$ cat src/rtl/ram_pkg.sv
// Shared types and the byte-merge helper for the dual-port RAM.
// Used by both the write path and the write-first read bypass.
package ram_pkg;

    typedef enum logic {RDW_READ_FIRST, RDW_WRITE_FIRST} rdw_mode_e;
    typedef enum logic {CLR_IDLE, CLR_RUN} clr_state_e;

    // Widest word byte_merge handles; callers zero-extend and truncate.
    localparam int unsigned MERGE_W = 256;
    localparam int unsigned MERGE_B = MERGE_W / 8;

    function automatic logic [MERGE_W-1:0] byte_merge(
        input logic [MERGE_W-1:0] old_w,
        input logic [MERGE_W-1:0] new_w,
        input logic [MERGE_B-1:0] be
    );
        logic [MERGE_W-1:0] res;
        res = old_w;
        for (int unsigned i = 0; i < MERGE_B; i++) begin
            if (be[i]) begin
                res[8*i +: 8] = new_w[8*i +: 8];
            end
        end
        return res;
    endfunction

endpackage

$ cat src/rtl/ram_rd_pipe.sv
// Data+valid delay line behind the RAM's stage-1 read register.
// Data stages only load when their valid is set, so the output holds between reads.
module ram_rd_pipe #(
    parameter int unsigned WIDTH          = 8,
    parameter int unsigned RAM_RD_LATENCY = 2
) (
    input  logic             clk,
    input  logic             rst_n,
    input  logic [WIDTH-1:0] data_i,
    input  logic             valid_i,
    output logic [WIDTH-1:0] data_o,
    output logic             valid_o
);

    localparam int unsigned STAGES = RAM_RD_LATENCY - 1;

    logic [WIDTH-1:0] data_q  [STAGES];
    logic             valid_q [STAGES];

    always_ff @(posedge clk or negedge rst_n) begin
        if (!rst_n) begin
            for (int unsigned i = 0; i < STAGES; i++) begin
                data_q[i]  <= '0;
                valid_q[i] <= 1'b0;
            end
        end else begin
            valid_q[0] <= valid_i;
            if (valid_i) begin
                data_q[0] <= data_i;
            end
            for (int unsigned i = 1; i < STAGES; i++) begin
                valid_q[i] <= valid_q[i-1];
                if (valid_q[i-1]) begin
                    data_q[i] <= data_q[i-1];
                end
            end
        end
    end

    assign data_o  = data_q[STAGES-1];
    assign valid_o = valid_q[STAGES-1];

endmodule

$ cat src/rtl/ram_dual_port.sv
// Simple-dual-port RAM with byte enables, registered read latency, selectable
// read-during-write behaviour and a clear engine that initialises the array.
module ram_dual_port
    import ram_pkg::*;
#(
    parameter int unsigned      WIDTH      = 8,
    parameter int unsigned      DEPTH      = 4,
    parameter int unsigned      RD_LATENCY = 1,
    parameter rdw_mode_e        RDW_MODE   = RDW_READ_FIRST,
    parameter logic [WIDTH-1:0] INIT_VALUE = '0
) (
    input  logic                     clk,
    input  logic                     rst_n,
    input  logic [WIDTH-1:0]         din,
    input  logic [$clog2(DEPTH)-1:0] write_address,
    input  logic [WIDTH/8-1:0]       byte_en,
    input  logic                     write_en,
    input  logic [$clog2(DEPTH)-1:0] read_address,
    input  logic                     read_en,
    output logic [WIDTH-1:0]         dout,
    output logic                     dout_valid,
    input  logic                     clear_req,
    output logic                     busy
);

    localparam int unsigned   AW        = $clog2(DEPTH);
    localparam logic [AW-1:0] LAST_ADDR = AW'(DEPTH - 1);

    logic [WIDTH-1:0] mem [DEPTH];

    clr_state_e       state_q, state_d;
    logic [AW-1:0]    clr_addr_q, clr_addr_d;
    logic             busy_q;
    logic             rd_valid_q, rd_valid_d;
    logic [WIDTH-1:0] rd_data_q, rd_data_d;

    logic             idle, wr_in_range, rd_in_range, wr_hit;
    logic [WIDTH-1:0] wr_word, rd_word, wr_merged;

    // Clear FSM: sweep every address once, then hand the array back.
    always_comb begin
        state_d    = state_q;
        clr_addr_d = clr_addr_q;
        unique case (state_q)
            CLR_RUN: begin
                clr_addr_d = clr_addr_q + AW'(1);
                if (clr_addr_q == LAST_ADDR) begin
                    state_d    = CLR_IDLE;
                    clr_addr_d = '0;
                end
            end
            CLR_IDLE: begin
                if (clear_req) begin
                    state_d    = CLR_RUN;
                    clr_addr_d = '0;
                end
            end
        endcase
    end

    // User write/read path; addresses beyond DEPTH are dropped or read as zero.
    always_comb begin
        idle        = (state_q == CLR_IDLE);
        wr_in_range = 32'(write_address) < DEPTH;
        rd_in_range = 32'(read_address) < DEPTH;
        wr_hit      = idle && write_en && wr_in_range;
        wr_word     = wr_in_range ? mem[write_address] : '0;
        rd_word     = rd_in_range ? mem[read_address] : '0;
        wr_merged   = WIDTH'(byte_merge(MERGE_W'(wr_word), MERGE_W'(din), MERGE_B'(byte_en)));
        rd_valid_d  = idle && read_en;
        rd_data_d   = rd_data_q;
        if (rd_valid_d) begin
            rd_data_d = rd_word;
            if (RDW_MODE == RDW_WRITE_FIRST && wr_hit && write_address == read_address) begin
                rd_data_d = wr_merged;
            end
        end
    end

    always_ff @(posedge clk or negedge rst_n) begin
        if (!rst_n) begin
            state_q    <= CLR_RUN;
            clr_addr_q <= '0;
            busy_q     <= 1'b1;
            rd_valid_q <= 1'b0;
            rd_data_q  <= '0;
        end else begin
            state_q    <= state_d;
            clr_addr_q <= clr_addr_d;
            busy_q     <= (state_d == CLR_RUN);
            rd_valid_q <= rd_valid_d;
            rd_data_q  <= rd_data_d;
        end
    end

    // The array has no reset; the clear engine owns initialisation.
    always_ff @(posedge clk) begin
        if (state_q == CLR_RUN) begin
            mem[clr_addr_q] <= INIT_VALUE;
        end else if (wr_hit) begin
            mem[write_address] <= wr_merged;
        end
    end

    if (RD_LATENCY > 1) begin : g_pipe
        ram_rd_pipe #(
            .WIDTH          (WIDTH),
            .RAM_RD_LATENCY (RD_LATENCY)
        ) u_rd_pipe (
            .clk     (clk),
            .rst_n   (rst_n),
            .data_i  (rd_data_q),
            .valid_i (rd_valid_q),
            .data_o  (dout),
            .valid_o (dout_valid)
        );
    end else begin : g_no_pipe
        assign dout       = rd_data_q;
        assign dout_valid = rd_valid_q;
    end

    assign busy = busy_q;

endmodule

$ cat config.mk
export PLATFORM = sky130hd
export DESIGN_NAME = ram_dual_port
export DESIGN_NICKNAME = d
export VERILOG_FILES = /design/src/rtl/ram_pkg.sv /design/src/rtl/ram_rd_pipe.sv /design/src/rtl/ram_dual_port.sv
export SDC_FILE = /design/constraint.sdc
export NUM_CORES = 1
export LEC_CHECK = 0
export ABC_CLOCK_PERIOD_IN_PS = 2060
export CORE_UTILIZATION = 52
export DETAILED_ROUTE_END_ITERATION = 6
export GPL_ROUTABILITY_DRIVEN = 0
export GPL_TIMING_DRIVEN = 0
export PLACE_DENSITY = 0.89
export SYNTH_ARGS = -nofsm -noshare
export SYNTH_HDL_FRONTEND = slang
export SYNTH_SLANG_ARGS = --single-unit
export TNS_END_PERCENT = 50
$ cat constraint.sdc
create_clock -name clk -period 2.06 [get_ports clk]
set_input_delay 0.309 -clock clk [delete_from_list [all_inputs] [get_ports clk]]
set_output_delay 0.309 -clock clk [all_outputs]
set_load 0.03 [all_outputs]
### Word-level counts from Yosys, hierarchy flattened

Memory sizes are Yosys's and may differ from the RTL's. A register that Yosys moved wholly into a read port is not among the register bits.
Cells that the tools add are included.

| storage, ports and cells | value |
|---|---|
| bits in registers | 4 |
| RAM bits | 32 |
| input bits | 18 |
| memories kept | 1 |

Memory list:

| memory | depth | width | read ports | clocked after Yosys merged registers in | write ports | line | text |
|---|---|---|---|---|---|---|---|
| mem | 4 | 8 | 1 | 1 | 1 | ram_dual_port.sv:29 | `logic [WIDTH-1:0] mem [DEPTH];` |

| cells by class | value |
|---|---|
| add/subtract/negate cells | 1 |
| equal/unequal tests | 3 |
| multiplexer cells | 15 |
| bitwise operators | 1 |
| reduce and logical (&&, ||, !) cells | 5 |

Operator list:

| operator | number |
|---|---|
| 2-to-1 mux 8 bit | 2 |
| 2-to-1 mux 1 bit | 8 |
| OR reduction 8 bit | 1 |
| 2-to-1 mux 2 bit | 3 |
| case mux 2 bit (2 select lines) | 1 |
| adder 2 x 1 -> 2 bit, second input constant | 1 |
| == test 2 bit, second input constant | 1 |
| logical AND 1 bit | 2 |
| inequality test 2 bit, second input constant | 1 |
| case mux 1 bit (2 select lines) | 1 |
| AND reduction 2 bit | 1 |
| logical NOT 1 bit | 1 |
| inequality test 1 bit, second input constant | 1 |
| inverter 1 bit | 1 |

### Logic depth before layout (Yosys ltp)

Gate-level depths: netlist of the first run.

| depth | value |
|---|---|
| word-level depth | 8 |
| gate-level depth with buffers | 4 |

### Worst setup path before layout of the first run

No wires, ideal clock.

| timing | value |
|---|---|
| kind | register to register |
| start point | register busy (netlist name) |
| end point | memory mem[0][0], enable pin |
| data arrival time | 1.481 ns |
| data required time | 1.781 ns |
| slack | 0.300 ns |
| cell stages (with the launch flop) | 5 |
| cells stage by stage | dfstp_2 -> buf_2 -> and3b_1 -> clkbuf_1 -> a32o_1 |

RTL lines:

| item | line |
|---|---|
| end, declared | ram_dual_port.sv:29 |

==> summary.txt, run 1 <==
GRT
  – Total global routing overflow: 0
  – Largest net degree at the start of global routing: 14
  – Initial antenna violation count: 0
  – GRT Overall Usage: approximately a fifth
  – Vias in the first global route: 994
  – Global-route wire length before repair: between 4000 and 5000 um

Power
  – VDD IR max: 0.772 mV
  – Pwr Total: 0.00297 W
  – LEAKAGE: 0.802 nW
  – Pwr/cell area: 1380 nW/um^2

Layout
  – Non-filler cells, final: 169
  – Register area: 1260 um^2
  – Nets: roughly 140
  – Multi-input gate area: 464 um^2
  – Fillcell total: 217
  – Layout cells sized above 1: 20.8%
  – Area grow syn2layout: 21.3%
  – Diode count: 0

Placed design
  – Dpl ws: -174 ps
  – Detail Placement HPWL: between 2000 and 2500 um
  – Placed cells: 162
  – Port bufs: 25

Logic synthesis
  – Cells after synthesis: 93
  – Yosys warns: 0
  – Post-synthesis cell area: 1770 um^2
  – Synth Area in XOR/XNOR: 0%
  – Syn Nets: 112
  – Yosys top cell by area: edfxtp_1
  – Top cells by area, synth: edfxtp_1 54%, dfrtp_1 16%, mux4_2 10%, mux2_4 6.8%, and2_1 2.8%
  – Syn avg cell area: 19.0 um^2
  – Synth Area in Adders: 0.707%
  – Seq/Total Area, Yosys: between 70% and 80%
  – Synthesized flop and latch total: 44
  – Yosys cell types: 22
  – Simple-Gate Fraction of Synth Area: 5.58%
  – Compound-Gate Fraction of Synth Area: ~3.0%
  – Largest family of logic cells by synthesized area: multiplexers
  – Post-synthesis mux area share: 17.0%
  – Top cell type's share of synthesized area: 54.3%

Setup path
  – Slowest library cell on the worst path: a32o_1
  – Critical path class: flop to flop
  – Startpoint Class: flop
  – Crit-path max cell delay: between 500 and 600 ps
  – Critical Path Fanout Max: 10
  – Critical Path RT: 2070 ps
  – Sequence of cells on the critical path: buf_2 > and3b_1 > clkbuf_1 > a32o_1
  – Crit end category: flop
  – CP Data Arrival Time: about 2000 ps

Timing
  – RSZ-0062 raised after global routing: true
  – Slew HR: 35.4%
  – Count of final max-slew check failures: 0
  – Fin worst setup slack: about 46 ps
  – Fmax: about 500 MHz
  – Period utilization: 97.8%
  – Worst-case clock skew: 4.88 ps
  – Tmin final: 2010 ps
  – Setup TNS: 0 ps
  – Slew @ Worst Pin: 969 ps
  – Worst hold slack: 314 ps
  – Final Hold Fails: 0
  – Setup violations, final: 0

Clock network
  – Htree depth: 2
  – Setup Fix Bufs, Post-CTS: 0
  – Post-CTS sizing: 0
  – Root buf cell: clkbuf_4
  – CTS tree: yes
  – CTS max path bufs: 2
  – Worst-path clk slew: 120 ps
  – Worst skew pair latency: between 300 and 400 ps
  – Clk sinks: 44
  – Post-CTS Hold Buffers: 0
  – CTS buffer count: 5

Floorplan
  – I/O pin count: 28
  – Num rows: 20
  – Die Y: around 60 um
  – Total core area: 3150 um^2
  – Die X: approximately 60 um
  – Starting density of the core: 56.2%
  – Die ar.: 3640 um^2

Detailed routing
  – Total number of vias: 954
  – Final WL: between 3000 and 4000 um
  – Pre-antenna DRT Iters: 4
  – Residual DRC: 0
  – DRT antenna net count: 0
  – DR vias/cell: ~5.6
  – DRT iter0 DRCs: 56
  – WL/cell: 18.0 um

Job
  – Max Cap Viol: 0

Hold path
  – Worst hold path type: input pin to asynchronous set/reset pin

Run status
  – Outcome: complete, no violations
final cells by class:
| cell class | count | area share [%] |
|---|---|---|
| clock buffers | 6 | 1.92 |
| flip-flops and latches | 44 | 58.8 |
| plain buffers | 5 | 1.34 |
| inverters | 4 | 0.699 |
| multi-input cells | 40 | 21.6 |
| well taps | 44 | 2.56 |
| repair buffers | 25 | 11.7 |
| clock inverters | 1 | 1.40 |
routing by layer:
metal  GRT usage (%)  vias to the layer above  share of wire, %
li1                -                      418                 -
met1            22.9                      491                38
met2            32.8                       37                55
met3            6.61                        8               4.7
met4            11.6                        0               2.5
met5               0                        -                 0
stage by stage:
stage	util (%)	instance area, um^2
2_1_floorplan	-	1770
3_3_place_gp	65.8	2080
3_5_place_dp	65.8	2080
4_1_cts	68.1	2150
5_1_grt	68.1	2150
6_report	68.1	2150
Yosys cell counts:
cell and instances:
mux2_4 8, a32o_1 2, and3b_1 1, dfrtp_1 11, o31ai_1 1, o22ai_1 2, nor2_1 1, and2_1 8
nor2b_1 2, buf_2 2, a21oi_1 1, a21o_1 1, nor3b_1 1, nand4b_1 1, ha_1 1, buf_6 1
mux4_2 8, dfstp_2 1, inv_1 4, edfxtp_1 32, clkbuf_1 2, nand2_1 2
where the power goes:
part / switching [W] / leakage (nW) / internal, W
clock: 0.000253 / 0.0383 / 0.000250
combinational: 0.000521 / 0.310 / 0.000469
sequential: 0.000127 / 0.453 / 0.00135
total: 0.000901 / 0.802 / 0.00207
flip-flops by register name (all words and copies together), names as in the netlist:
signal      flops
busy            1
clr_addr_q      2
dout            8
dout_valid      1
mem            32
path summary, 6_finish.rpt:
kind	depth (start not counted)	end	slack [ps]	from
hold / removal	1	dout_valid	310	rst_n
setup / recovery	4	mem[0][5]	50	busy
setup reg to reg	4	mem[0][5]	50	busy
min in group clk	3	dout[2]	470	read_address[0]
max in group asynchronous	1	dout[4]	1360	rst_n
hold reg to reg	1	dout[4]	530	dout[4]
layout by cell type, fill, tap and decap left out, drive strengths merged:
cell           instances
o31ai                  1
mux4                   8
clkdlybuf4s50         25
inv                    4
clkbuf                 8
nand4b                 1
dfrtp                 11
buf                    3
a21oi                  1
bufinv                 1
o22ai                  2
and2                   8
nor2b                  2
nor2                   1
dfstp                  1
a32o                   2
mux2                   8
and3b                  1
nor3b                  1
ha                     1
a21o                   1
nand2                  2
edfxtp                32
critical path, delay by kind of cell (launching register included):
family	cells	cell delay, ps
AOI/OAI and AO/OA	1	530
and+or+nand+nor	1	210
DFF	1	390
buffers and inverters	2	530
kinds of logic (layout without fill, tap and decap cells):
family | Yosys count | after routing
flops | 44 | 44
simple gates | 16 | 16
compound gates | 7 | 7
mux | 16 | 16
buf+inv | 9 | 41
fa+ha+maj | 1 | 1
(Power assumes the default switching activity.)
==> run 2: changes to the inputs <==
- MAX_ROUTING_LAYER: unset -> met4
==> run 2 against run 1 <==
  * First-iteration DRC count grew 8.9%
  * Clock-buffer cell count stayed put
  * Global-route usage rose by 0.72 points
  * Flip-flop and latch count unchanged
  * Sequential power is essentially flat
  * Non-clock buffer count unchanged
  * Power hardly changed
  * Hold slack better by 2.0 ps
  * Cell count unchanged
==> summary.txt, run 2 (same netlist as run 1, synthesis figures left out) <==
Run status
  – Outcome: complete, no violations

Layout
  – Design area: 2150 um^2 (unchanged)
  – Commonest non-fill, non-tap cell in the layout: edfxtp_1
  – Area grow syn2layout: 21.3% (unchanged)
  – Diode count: 0 (unchanged)
  – Layout cells sized above 1: 20.8% (unchanged)
  – Largest reg by FF count: mem
  – Nets: 144 (unchanged)
  – Most frequent cells in the layout: 32 x edfxtp_1, 25 x clkdlybuf4s50_1, 11 x dfrtp_1
  – Max reg flops: 32 (unchanged)
  – Non-filler cells, final: 169 (unchanged)

GRT
  – GRT Overall Usage: 20.7% (+0.72 points)
  – Global-route wire length before repair: 4810 um (+0.44%)
  – Total global routing overflow: 0 (unchanged)
  – Vias in the first global route: 995 (+0.10%)
  – Largest net degree at the start of global routing: 14 (unchanged)
  – Initial antenna violation count: 0 (unchanged)

Floorplan
  – Die X: 60.4 um (unchanged)
  – Die Y: 60.4 um (unchanged)
  – Total core area: 3150 um^2 (unchanged)
  – I/O pin count: 28 (unchanged)
  – Die ar.: 3640 um^2 (unchanged)
  – Starting density of the core: 56.2% (unchanged)
  – Num rows: 20 (unchanged)

Setup path
  – Crit-path max cell delay: 550 ps (+20 ps)
  – Slowest library cell on the worst path: a32o_1
  – Sequence of cells on the critical path: buf_2 > and3b_1 > clkbuf_1 > a32o_1
  – Delay-heaviest family, CP: compound AO/OA/AOI/OAI gates
  – Worst Path Buf+Inv: 2 (unchanged)
  – Reg-to-reg slack, setup: 30 ps (-20 ps)
  – Startpoint Class: flop
  – Critical path class: flop to flop
  – Crit end category: flop
  – CP Data Arrival Time: 2030 ps (about the same)
  – FF-to-FF path depth: 4 (unchanged)
  – Critical Path Fanout Max: 10 (unchanged)
  – Critical Path RT: 2060 ps (about the same)
  – Worst R2R End: mem[0][3]
  – Worst r2r src: busy

Placed design
  – Placed cell area: 2080 um^2 (unchanged)
  – Placed cells: 162 (unchanged)
  – Detail Placement HPWL: 2180 um (unchanged)
  – Port bufs: 25 (unchanged)
  – Dpl ws: -174 ps (unchanged)

Clock network
  – Root buf cell: clkbuf_4
  – Worst-path clk slew: 120 ps (about the same)
  – Post-CTS Hold Buffers: 0 (unchanged)
  – CTS buffer count: 5 (unchanged)
  – CTS tree: yes
  – CTS max path bufs: 2 (unchanged)
  – Clk sinks: 44 (unchanged)
  – Htree depth: 2 (unchanged)
  – Setup Fix Bufs, Post-CTS: 0 (unchanged)
  – Worst skew pair latency: 350 ps (about the same)

Timing
  – Tmin final: 2030 ps (+17.4 ps)
  – Fin worst setup slack: 28.2 ps (-17.4 ps)
  – Fmax: 492 MHz (-0.85%)
  – Final Hold Fails: 0 (unchanged)
  – Setup violations, final: 0 (unchanged)
  – Slew HR: 37.8% (+2.4 points)
  – Setup TNS: 0 ps (unchanged)
  – Period utilization: 98.6% (+0.84 points)
  – Worst-case clock skew: 9.53 ps (+4.65 ps)
  – Count of final max-slew check failures: 0 (unchanged)
  – Slew @ Worst Pin: 934 ps (-35.4 ps)
  – RSZ-0062 raised after global routing: true

Detailed routing
  – DRT iter0 DRCs: 61 (+8.9%)
  – Total number of vias: 956 (+0.21%)
  – Final WL: 3080 um (+0.98%)
  – Pre-antenna DRT Iters: 4 (unchanged)
  – DRT antenna net count: 0 (unchanged)
  – Residual DRC: 0 (unchanged)
  – DR vias/cell: 5.66 (+0.21%)
  – WL/cell: 18.2 um (+0.98%)

Power
  – LEAKAGE: 0.802 nW (unchanged)
  – Pwr/cell area: 1380 nW/um^2 (about the same)
  – VDD IR max: 0.775 mV (+0.35%)

Job
  – Max Cap Viol: 0 (unchanged)

Hold path
  – Worst hold path type: input pin to asynchronous set/reset pin
## run 2: cell type report
| type | instances | area, um^2 |
|---|---|---|
| plain buffers | 5 | 28.8 |
| clock buffers | 6 | 41.3 |
| clock inverters | 1 | 30.0 |
| fillers | 217 | 1010 |
| inverters | 4 | 15.0 |
| multi-input cells | 40 | 464 |
| flip-flops and latches | 44 | 1260 |
| well taps | 44 | 55.1 |
| repair buffers | 25 | 250 |
## run 2: per-layer routing
metal  share of wire, %  vias to the layer above  GRT usage, %
li1                   -                      420             -
met1                 38                      496          23.1
met2                 55                       28          32.8
met3                3.6                       12          4.69
met4                3.4                        0          14.6
met5                  0                        -             -
## run 2: stage by stage
stage                     util (%)  total power [W]  hold slack (ps)
final                         68.1          0.00297              316
after detailed placement      65.8          0.00249              500
after CTS                     68.1          0.00299              325
after global routing          68.1          0.00311              342
after global placement        65.8          0.00242              496
after floorplan                  -          0.00211             13.4
## run 2: power by group
group | internal (W) | switching [W] | total, W
registers | 0.00135 | 0.000128 | 0.00148
logic | 0.000468 | 0.000523 | 0.000991
clock network | 0.000250 | 0.000252 | 0.000503
total | 0.00207 | 0.000904 | 0.00297
## run 2: timing repair
item                                    CTS  global route
endpoints found under the hold margin     0             0
resized for setup                         0             0
endpoints found under the setup margin    0            16
## run 2: how the worst max path moves through the flow
stage          startpoint  cells past startpoint  slack, ps   endpoint
2_1_floorplan        busy                      4        300  mem[0][0]
3_3_place_gp     write_en                      4       -130  mem[0][2]
3_5_place_dp     write_en                      4       -170  mem[0][2]
4_1_cts              busy                      4         30  mem[0][3]
5_1_grt              busy                      4        -20  mem[2][3]
6_report             busy                      4         30  mem[0][3]
==> run 3: changes to the inputs <==
- SETUP_SLACK_MARGIN: unset -> 0.5
==> run 3 against run 2 <==
  * Routed wire length is 0.42% lower
  * Clock power is 8.9% higher
  * Die area stayed put
  * Global-route usage is 0.60 points lower
  * Setup slack better by 410 ps
  * Sequential share of layout area is 1.8 points lower
  * Clock-buffer cell count stayed put
  * Non-clock buffer count is 1 higher
  * Sequential power hardly changed
  * Maximum frequency is 25% higher
  * Largest power group unchanged
==> summary.txt, run 3 (same netlist as run 1, synthesis figures left out) <==
Floorplan
  – Starting density of the core: 56.2% (unchanged)
  – Die ar.: 3640 um^2 (unchanged)
  – I/O pin count: 28 (unchanged)
  – Die Y: 60.4 um (unchanged)
  – Die X: 60.4 um (unchanged)
  – Num rows: 20 (unchanged)
  – Total core area: 3150 um^2 (unchanged)

Timing
  – Fmax: 615 MHz (+25%)
  – Period utilization: 78.9% (-20 points)
  – Slew @ Worst Pin: 556 ps (-378 ps)
  – Setup TNS: 0 ps (unchanged)
  – Count of final max-slew check failures: 0 (unchanged)
  – RSZ-0062 raised after global routing: true
  – Final Hold Fails: 0 (unchanged)
  – Slew HR: 62.8% (+25 points)
  – Tmin final: 1630 ps (-407 ps)
  – Fin worst setup slack: 435 ps (+407 ps)
  – Worst-case clock skew: 7.48 ps (-2.05 ps)
  – Setup violations, final: 0 (unchanged)

Layout
  – Post-Route Utilization: 70.2% (+2.1 points)
  – Largest reg by FF count: mem
  – Design area: 2210 um^2 (+3.1%)
  – Max reg flops: 32 (unchanged)
  – Commonest non-fill, non-tap cell in the layout: edfxtp_1
  – Nets: 145 (+0.69%)
  – Diode count: 0 (unchanged)
  – Area grow syn2layout: 25.1%
  – Fillcell total: 211 (-2.8%)
  – Most frequent cells in the layout: 32 x edfxtp_1, 15 x clkdlybuf4s50_1, 11 x dfrtp_1
  – Layout cells sized above 1: 26.0% (+5.2 points)

Detailed routing
  – DRT antenna net count: 0 (unchanged)
  – DR vias/cell: 5.59 (-1.2%)
  – Final WL: 3060 um (-0.42%)
  – Residual DRC: 0 (unchanged)
  – Total number of vias: 956 (unchanged)
  – WL/cell: 17.9 um (-1.6%)
  – Pre-antenna DRT Iters: 4 (unchanged)
  – DRT iter0 DRCs: 17 (-72%)

GRT
  – GRT Overall Usage: 20.1% (-0.60 points)
  – Total global routing overflow: 0 (unchanged)
  – Vias in the first global route: 970 (-2.5%)
  – Global-route wire length before repair: 4640 um (-3.5%)
  – Largest net degree at the start of global routing: 14 (unchanged)
  – Initial antenna violation count: 0 (unchanged)

Power
  – VDD IR max: 0.647 mV (-17%)
  – Pwr Total: 0.00304 W (+2.3%)
  – Pwr/cell area: 1370 nW/um^2 (-0.81%)
  – LEAKAGE: 0.898 nW (+12%)

Clock network
  – Root buf cell: clkbuf_4
  – Clk sinks: 44 (unchanged)
  – Htree depth: 2 (unchanged)
  – Worst skew pair latency: 360 ps (about the same)
  – CTS tree: yes
  – CTS buffer count: 5 (unchanged)
  – CTS max path bufs: 2 (unchanged)
  – Worst-path clk slew: 120 ps (about the same)

Setup path
  – Critical Path RT: 2160 ps (+100 ps)
  – Critical path class: flop to flop
  – Startpoint Class: flop
  – CP Data Arrival Time: 1720 ps (-310 ps)
  – Crit end category: flop
  – Critical Path Fanout Max: 10 (unchanged)
  – FF-to-FF path depth: 4 (unchanged)

Hold path
  – Worst hold path type: input pin to asynchronous set/reset pin

Run status
  – Outcome: complete, no violations

Placed design
  – Placed cell area: 2090 um^2 (+0.48%)
  – Dpl ws: -33.7 ps (+140 ps)
  – Port bufs: 25 (unchanged)
  – Detail Placement HPWL: 2060 um (-5.7%)

Job
  – Max Cap Viol: 0 (unchanged)
run 3: cell types whose count changed in the layout (fill, tap and decap cells not counted), sizes merged:
| cell | before | now |
|---|---|---|
| dlymetal6s2s | 0 | 5 |
| buf | 3 | 5 |
| dlygate4sd2 | 0 | 5 |
| clkbuf | 8 | 7 |
| clkinv | 0 | 1 |
| clkdlybuf4s50 | 25 | 15 |
run 3: worst max-delay path, cell delays in order, from the launching register on:
cell	delay (ps)
dfstp_2	550
buf_6	130
and3b_1	180
buf_4	160
a32o_2	340
run 3: path summary, 6_finish.rpt:
| path | startpoint | to | slack, ps |
|---|---|---|---|
| min reg2reg | dout[1] | dout[1] | 520 |
| max in group asynchronous | rst_n | dout[0] | 1400 |
| max reg2reg | busy | mem[2][5] | 430 |
| min in group clk | read_address[0] | dout[6] | 480 |
| max | busy | mem[2][5] | 430 |
| min | rst_n | clr_addr_q[1] | 300 |
run 3: cell type report:
cell class	instances	area, um^2	share of cell area, %
well taps	44	55.1	2.49
clock buffers	6	51.3	2.32
plain buffers	5	38.8	1.75
multi-input cells	40	494	22.3
inverters	4	15.0	0.678
clock inverters	2	33.8	1.53
flip-flops and latches	44	1260	57.0
repair buffers	26	264	11.9
run 3: per-layer routing:
layer,GRT usage (%),vias to the layer above,share of wire (%)
met2,31.6,38,53
met5,-,-,0
met3,7.04,9,5.5
met4,12.0,0,2.7
li1,-,425,-
met1,22.0,484,38
run 3: through the flow:
stage               hold slack [ps]  cells
floorplan                      13.4     93
global placement                497    162
detailed placement              498    162
CTS                             302    170
global route                    305    171
finish                          296    171
run 3: power breakdown:
part,internal [W],switching (W),total [W]
Combinational,0.000477,0.000539,0.00102
Sequential,0.00135,0.000130,0.00148
Clock,0.000285,0.000263,0.000548
Total,0.00211,0.000932,0.00304
run 3: repair_timing:
| action | 4_1_cts | 5_1_grt |
|---|---|---|
| resized for setup | 9 | 8 |
| pin swaps | 0 | 1 |
| hold buffers | 0 | 0 |
| setup endpoints to repair | 42 | 38 |
| setup buffers | 0 | 1 |
